<file path="src/rtl/controlador_travessia.sv">
// Phase scheduler for a two-road intersection with a shared pedestrian crossing.
// Day sequencing with pedestrian early cut and walk phase, plus night flashing.
module controlador_travessia #(
  parameter int T_VERDE    = 4,
  parameter int T_MIN      = 2,
  parameter int T_AMARELO  = 1,
  parameter int T_VERMELHO = 1,
  parameter int T_PED      = 3
) (
  input  logic i_clk,
  input  logic i_reset,
  input  logic i_modo,
  input  logic i_botao,
  output logic o_verdeA,
  output logic o_amareloA,
  output logic o_vermelhoA,
  output logic o_verdeB,
  output logic o_amareloB,
  output logic o_vermelhoB,
  output logic o_travessia,
  output logic o_ped_pendente
);

  typedef enum logic [3:0] {
    VERDE_A   = 4'd0,
    AMARELO_A = 4'd1,
    VERM_AB   = 4'd2,
    VERDE_B   = 4'd3,
    AMARELO_B = 4'd4,
    VERM_BA   = 4'd5,
    PED       = 4'd6,
    NOITE0    = 4'd7,
    NOITE1    = 4'd8
  } state_t;

  localparam logic [3:0] C_VERDE    = 4'(T_VERDE - 1);
  localparam logic [3:0] C_MIN      = 4'(T_MIN - 1);
  localparam logic [3:0] C_AMARELO  = 4'(T_AMARELO - 1);
  localparam logic [3:0] C_VERMELHO = 4'(T_VERMELHO - 1);
  localparam logic [3:0] C_PED      = 4'(T_PED - 1);

  state_t     r_state;
  state_t     w_next;
  logic [3:0] r_cnt;
  logic       r_proximo_b;
  logic       r_ped_pendente;

  logic w_corte;
  logic w_fim_verde;
  logic w_fim_amarelo;
  logic w_fim_vermelho;
  logic w_fim_ped;
  logic w_muda;
  logic w_aceita;
  logic w_entra_ped;

  // A pending request may cut the green only after the minimum green elapsed.
  assign w_corte        = r_ped_pendente && (r_cnt >= C_MIN);
  assign w_fim_verde    = (r_cnt == C_VERDE) || w_corte;
  assign w_fim_amarelo  = (r_cnt == C_AMARELO);
  assign w_fim_vermelho = (r_cnt == C_VERMELHO);
  assign w_fim_ped      = (r_cnt == C_PED);
  assign w_muda         = (w_next != r_state);
  assign w_entra_ped    = (w_next == PED) && (r_state != PED);

  always_comb begin
    w_aceita = 1'b0;
    case (r_state)
      VERDE_A, AMARELO_A, VERM_AB,
      VERDE_B, AMARELO_B, VERM_BA: w_aceita = 1'b1;
      default:                     w_aceita = 1'b0;
    endcase
  end

  always_comb begin
    w_next = VERDE_A;
    if (i_modo) begin
      case (r_state)
        NOITE0:  w_next = NOITE1;
        VERDE_A, AMARELO_A, VERM_AB, VERDE_B,
        AMARELO_B, VERM_BA, PED, NOITE1:
                 w_next = NOITE0;
        default: w_next = VERDE_A;
      endcase
    end else begin
      case (r_state)
        VERDE_A:   w_next = w_fim_verde ? AMARELO_A : VERDE_A;
        AMARELO_A: w_next = w_fim_amarelo ? VERM_AB : AMARELO_A;
        VERM_AB: begin
          if (w_fim_vermelho) w_next = r_ped_pendente ? PED : VERDE_B;
          else                w_next = VERM_AB;
        end
        VERDE_B:   w_next = w_fim_verde ? AMARELO_B : VERDE_B;
        AMARELO_B: w_next = w_fim_amarelo ? VERM_BA : AMARELO_B;
        VERM_BA: begin
          if (w_fim_vermelho) w_next = r_ped_pendente ? PED : VERDE_A;
          else                w_next = VERM_BA;
        end
        PED: begin
          if (w_fim_ped) w_next = r_proximo_b ? VERDE_B : VERDE_A;
          else           w_next = PED;
        end
        // Leaving night always passes through a full all-red before road A.
        NOITE0, NOITE1: w_next = VERM_BA;
        default:        w_next = VERDE_A;
      endcase
    end
  end

  always_ff @(posedge i_clk or negedge i_reset) begin
    if (!i_reset) begin
      r_state        <= VERDE_A;
      r_cnt          <= 4'd0;
      r_proximo_b    <= 1'b0;
      r_ped_pendente <= 1'b0;
    end else begin
      r_state <= w_next;

      if (w_muda || i_modo) r_cnt <= 4'd0;
      else                  r_cnt <= r_cnt + 4'd1;

      if (i_modo)                           r_proximo_b <= 1'b0;
      else if ((r_state == VERM_AB) && w_muda) r_proximo_b <= 1'b1;
      else if ((r_state == VERM_BA) && w_muda) r_proximo_b <= 1'b0;

      // Entering the walk clears the latch even if the button is still held.
      if (i_modo)                    r_ped_pendente <= 1'b0;
      else if (w_entra_ped)          r_ped_pendente <= 1'b0;
      else if (i_botao && w_aceita)  r_ped_pendente <= 1'b1;
    end
  end

  always_comb begin
    o_verdeA    = 1'b0;
    o_amareloA  = 1'b0;
    o_vermelhoA = 1'b0;
    o_verdeB    = 1'b0;
    o_amareloB  = 1'b0;
    o_vermelhoB = 1'b0;
    o_travessia = 1'b0;
    case (r_state)
      VERDE_A: begin
        o_verdeA    = 1'b1;
        o_vermelhoB = 1'b1;
      end
      AMARELO_A: begin
        o_amareloA  = 1'b1;
        o_vermelhoB = 1'b1;
      end
      VERDE_B: begin
        o_vermelhoA = 1'b1;
        o_verdeB    = 1'b1;
      end
      AMARELO_B: begin
        o_vermelhoA = 1'b1;
        o_amareloB  = 1'b1;
      end
      PED: begin
        o_vermelhoA = 1'b1;
        o_vermelhoB = 1'b1;
        o_travessia = 1'b1;
      end
      NOITE0: begin
        o_amareloA = 1'b1;
        o_amareloB = 1'b1;
      end
      NOITE1: begin
      end
      default: begin
        o_vermelhoA = 1'b1;
        o_vermelhoB = 1'b1;
      end
    endcase
  end

  assign o_ped_pendente = r_ped_pendente;

endmodule

</file>
<file path="config.mk">
export PLATFORM = sky130hd
export DESIGN_NAME = controlador_travessia
export DESIGN_NICKNAME = d
export VERILOG_FILES = /design/src/rtl/controlador_travessia.sv
export SDC_FILE = /design/constraint.sdc
export NUM_CORES = 1
export LEC_CHECK = 0
export CELL_PAD_IN_SITES_DETAIL_PLACEMENT = 1
export CELL_PAD_IN_SITES_GLOBAL_PLACEMENT = 2
export CORE_ASPECT_RATIO = 1.5
export CORE_MARGIN = 2
export CORE_UTILIZATION = 36
export DETAILED_ROUTE_END_ITERATION = 7
export DONT_BUFFER_PORTS = 1
export HOLD_SLACK_MARGIN = 0.15
export PLACE_DENSITY = 0.83
export SKIP_LAST_GASP = 1
export SYNTH_ARGS = -nofsm -noshare
export SYNTH_HDL_FRONTEND = slang
export SYNTH_SLANG_ARGS = --single-unit
export TNS_END_PERCENT = 10
</file>
<file path="constraint.sdc">
create_clock -name i_clk -period 2.8 [get_ports i_clk]
set_input_delay 0.56 -clock i_clk [delete_from_list [all_inputs] [get_ports i_clk]]
set_output_delay 0.56 -clock i_clk [all_outputs]
set_load 0.02 [all_outputs]
</file>
# Word-level counts from Yosys, hierarchy flattened

Memories as Yosys holds them, arrays and structs flattened.
Index checks and enable logic that the tools add are counted.

Register bits after elaboration: 10
ROM bits: 64
Memories kept: 1
Output and inout bits: 8

Memories:

| memory           | words | width | rd ports | clocked after memory_dff | write ports | line | text |
|---|---|---|---|---|---|---|---|
| (name not given) | 16    | 4     | 1        | 0                        | 0           | 78   | `case (r_state)` |

Reductions and logical operators: 17
Add/sub/neg operators: 1
Order comparisons: 1
Equality and inequality tests: 13
Muxes and demuxes: 27

Operators by type and width:

| operator                                            | number |
|---|---|
| one-hot mux 3 bit (8 select lines)                  | 1 |
| == test 4 x 3 -> 1 bit, second input constant       | 5 |
| two-way mux 3 bit                                   | 6 |
| == test 4 x 2 -> 1 bit, second input constant       | 4 |
| two-way mux 1 bit                                   | 16 |
| zero test 4 bit                                     | 2 |
| two-way mux 4 bit                                   | 2 |
| OR reduction 4 bit                                  | 2 |
| nonzero test 3 bit                                  | 2 |
| OR reduction 2 bit                                  | 3 |
| OR reduction 6 bit                                  | 1 |
| logical AND 1 bit                                   | 5 |
| adder 4 x 1 -> 4 bit, second input constant         | 1 |
| == test 4 x 1 -> 1 bit, second input constant       | 1 |
| == test 4 bit, second input constant                | 1 |
| >= comparator 4 x 1 -> 1 bit, second input constant | 1 |
| two-way mux 2 bit                                   | 2 |
| != test 4 x 3 -> 1 bit, second input constant       | 1 |
| != test 4 bit                                       | 1 |
| logical OR 1 bit                                    | 2 |

# Logic depth before layout (Yosys ltp)

Depth in word-level cells: 11
Depth in mapped cells: 8
Mapped depth without buffers: 8

# Worst setup path after synthesis

Ideal clock, no wire load.

Path type: register to register
From: reg r_cnt[1]
To: reg r_proximo_b
Stages on the path, launching flop included: 9
Path buffers: 0
Arrival time: 2304 ps
Library setup time: 94 ps
Path slack: 402 ps
Cells stage by stage: dfrtp_1 inv_1 ha_1 or4b_4 a22o_1 o221ai_1 mux2_2 and4_1 a211oi_1

Longest elaborated chain between the ends: 10
Elaborated cells between the ends (all ways): 21
Classes of those cells: order compare (1); eq/ne (3); mux (11); reduce/logical (6)

RTL lines:

| element                                                       | line   | text |
|---|---|---|
| start, declared                                               | 44     | `logic [3:0] r_cnt;` |
| start signal, assigned                                        | 120    | `else r_cnt <= r_cnt + 4'd1;` |
| >= comparator 4 x 1 -> 1 bit                                  | 58     | `assign w_corte = r_ped_pendente && (r_cnt >= C_MIN);` |
| logical AND 1 bit                                             | 58     |  |
| logical OR 1 bit                                              | 59     | `assign w_fim_verde = (r_cnt == C_VERDE) \|\| w_corte;` |
| two-way mux 3 bit / two-way mux 1 bit (equally long branches) | 93, 87 |  |
| one-hot mux 3 bit (8 select lines) (*)                        | 86     | `case (r_state)` |
| two-way mux 4 bit (*)                                         | 77     | `if (i_modo) begin` |
| != test 4 bit (*)                                             | 63     | `assign w_muda = (w_next != r_state);` |
| logical AND 1 bit                                             | 123    | `else if ((r_state == VERM_AB) && w_muda) r_proximo_b <= 1'b1;` |
| two-way mux 1 bit                                             | 123    |  |
| two-way mux 1 bit                                             | 122    | `if (i_modo) r_proximo_b <= 1'b0;` |
| end signal, assigned                                          | 122    |  |
| end signal, assigned                                          | 123    |  |
| end signal, assigned                                          | 124    | `else if ((r_state == VERM_BA) && w_muda) r_proximo_b <= 1'b0;` |
| end, declared                                                 | 45     | `logic r_proximo_b;` |

Every way passes the cells marked *; elsewhere a longest branch is shown, timed or not.
A chain may end at the register's enable or synchronous reset.

# Final worst setup path

Same ends and word-level chain as after synthesis.

==> results.yml <==
final_layout:
  area_growth_pct: 5.22
  drive_above_1_share_pct: 10.2
  final_cells: 142
  final_cell_area_um2: 1010
  nNetsFinal: 129
  num_antenna_cells: 0
  fillers: 296
worst_setup_path:
  cp-start-kind: "flop"
  r2r_slack_ps: 200
  cp.required_ps: 2960
  reg2regPathDepth: 8
  critPathLaunch: "r_cnt[1]"
  crit_slowest_cell: "or4b_4"
  criticalPathCategory: "reg2reg"
  path_max_fanout: 4
  rr_startpoint: "r_cnt[1]"
  crit_arrival_ps: 2750
  critPathCaptureType: "flop"
  crit_path_max_incr_delay_ps: 530
  r2r_end: "r_proximo_b"
  path_cells: "inv_1, ha_1, or4b_4, a22o_1, o221ai_1, mux2_2, and4_1, a211oi_1"
detailed_routing:
  dr.pass1.iters: 4
  routed_wl_mm: 2.56
  vias: 867
  wl_met2_mm: 1.37
  met3WireLength_um: 37
  drt-wirelength-per-cell_um: 18.0
  ant_nets: 0
  highest-signal-layer: "met4"
  vias_per_cell: 6.11
  drc_errors: 0
  first_iter_violations: 5
  m1WireLength_mm: 1.13
die:
  dieArea_um2: 3100
  num_rows: 22
  die_x_um: 46.1
  start_util_pct: 38.7
  ioPinCount: 12
  core_um2: 2480
  die_height_um: 67.2
cts:
  clkLatencyLatePin_ps: 250
  cts_made_buffers: 3
  cts_root_buf: "clkbuf_4"
  clk_pin_slew_ps: 60
  cts_tree: "yes"
  postCtsSetupRepairBufs: 0
  clock_sinks: 10
  cts.htree.levels: 1
  clockBufferDepth: 2
timing:
  rsz0062_at_grt: "false"
  max_slew_margin_pct: 57.8
  worstMarginPinSlew_ps: 628
  hold_violations: 0
  whs_ps: 375
  drv_slew: 0
  finalSetupViolCount: 0
  skew_ps: 7.79
  min_period_over_period_pct: 92.7
  period_needed_ps: 2600
  fin_setup_tns_ps: 0
  fmax_mhz: 385
grt:
  grt_overflow: 0
  grt_pass1_wl_mm: 4.40
  grt_use_total_pct: 19.5
  grt_pass1_vias: 888
  antenna_found_initial: 0
  grt_max_degree: 19
pwr:
  p_leak_uw: 0.000426
  power_uw: 1170
  p_per_area_nw_per_um2: 1160
  max-vdd-ir-drop_uv: 411
synth:
  async_flop_share_pct: 100
  ys_seq_area_share_pct: 26.1
  synth-edff-count: 0
  yosysWarningCount: 0
  synth-seq-cells: 10
  netlist_instances: 119
  synthFlopType: "dfrtp_1"
  synthDistinctLibCells: 43
  syn_nets: 128
  synth_area_per_cell_um2: 8.05
  synth_area_um2: 958
hold_path:
  hp-class: "in2reg"
  min_from: "i_modo"
  hold_depth: 1
  hold_end: "o_ped_pendente"
placed_design:
  dp_cells: 138
  port-buffer-count: 0
  dp_hpwl_mm: 2.03
  placed_cell_area_um2: 976
  gp_congestion: 0.932
run_status:
  status: "complete, no violations"
run:
  drv_cap: 0
==> state kept, by name, indices dropped and copies added (netlist names) <==
name            cells
r_cnt               4
r_state             4
o_ped_pendente      1
r_proximo_b         1
==> routing by layer <==
metal	global-route usage, %	vias to the layer above
met1	23.3	422
met4	7.14	0
met3	2.41	4
met2	34.4	11
li1	-	430
met5	0	-
==> final cells by class <==
class | instances | area (um2) | share of cell area [%]
clock buffer | 3 | 22.5 | 2.23
inverter | 6 | 22.5 | 2.23
multi-input combinational | 94 | 643 | 63.8
sequential | 10 | 250 | 24.8
tap | 24 | 30.0 | 2.98
timing repair buffer | 5 | 40.0 | 3.97
==> worst max path at each step <==
stage                  end  cells after the start  slack (ps)
6_report       r_proximo_b                      8         200
5_1_grt        r_proximo_b                      8          90
4_1_cts        r_proximo_b                      8         200
3_5_place_dp   r_proximo_b                      8         220
3_3_place_gp   r_proximo_b                      8         320
2_1_floorplan  r_proximo_b                      8         400
==> synth_stat cells, types with 2 or more instances <==
| cell type | count | share of area (%) |
|---|---|---|
| nor4b_1 | 2 | 1.8 |
| nand2b_1 | 3 | 2.0 |
| a31oi_1 | 2 | 1.3 |
| nor2b_1 | 7 | 4.6 |
| a211oi_1 | 2 | 1.6 |
| nor3_1 | 2 | 1.0 |
| inv_1 | 6 | 2.3 |
| clkbuf_1 | 7 | 2.7 |
| ha_1 | 5 | 6.5 |
| a21o_1 | 2 | 1.6 |
| mux2_2 | 2 | 2.3 |
| dfrtp_1 | 10 | 26 |
| nor2_1 | 11 | 4.3 |
| o2bb2ai_1 | 2 | 1.8 |
| o21ai_0 | 4 | 2.1 |
| nand2_1 | 9 | 3.5 |
| and2_1 | 3 | 2.0 |
| nand3_1 | 5 | 2.6 |
| nor3b_1 | 4 | 3.1 |
| a21oi_1 | 8 | 4.2 |
==> cells by family after synthesis <==
logic type                 Yosys count  share of synthesized area (%)
and+or+nand+nor                     52                           29.9
xor gates and xnor gates             2                           1.83
adders and majority gates            5                           6.53
muxes                                2                           2.35
AOI/OAI and AO/OA                   33                           26.5
buffers and inverters               15                           6.79
DFF                                 10                           26.1
==> metrics by stage <==
stage | setup WS, ps | utilization, %
final | 204 | 40.7
after global routing | 88.5 | 40.7
after CTS | 198 | 40.7
after detailed placement | 221 | 39.4
after global placement | 322 | 39.4
after floorplan | 402 | -
==> critical path, delay by kind of cell, from the launching register on <==
| kind | cells | cell delay (ps) |
|---|---|---|
| mux | 1 | 390 |
| compound gates | 3 | 690 |
| fa+ha+maj | 1 | 180 |
| simple gates | 2 | 750 |
| flops | 1 | 400 |
| buf+inv | 1 | 100 |
==> layout by cell type (no fill, tap or decap), drive strengths merged, types with 2 or more instances in the layout <==
master and count:
a211oi 2, a21o 2, a21oi 8, a31oi 2, and2 3, buf 4
clkbuf 3, dfrtp 10, ha 5, inv 6, mux2 2, nand2 9
nand2b 3, nand3 5, nor2 11, nor2b 7, nor3 2, nor3b 4
nor4b 2, o21ai 4, o2bb2ai 2
==> power breakdown <==
part	internal [uW]	switching [uW]
Combinational	307	452
Sequential	187	140
Clock	49.1	39.3
Total	543	631
==> timing repair <==
item                                   CTS  global route
endpoints found under the hold margin   10             0
hold buffers                             1             0
gates resized for setup                  0             0
No activity file was read; power rests on OpenSTA's default activity.
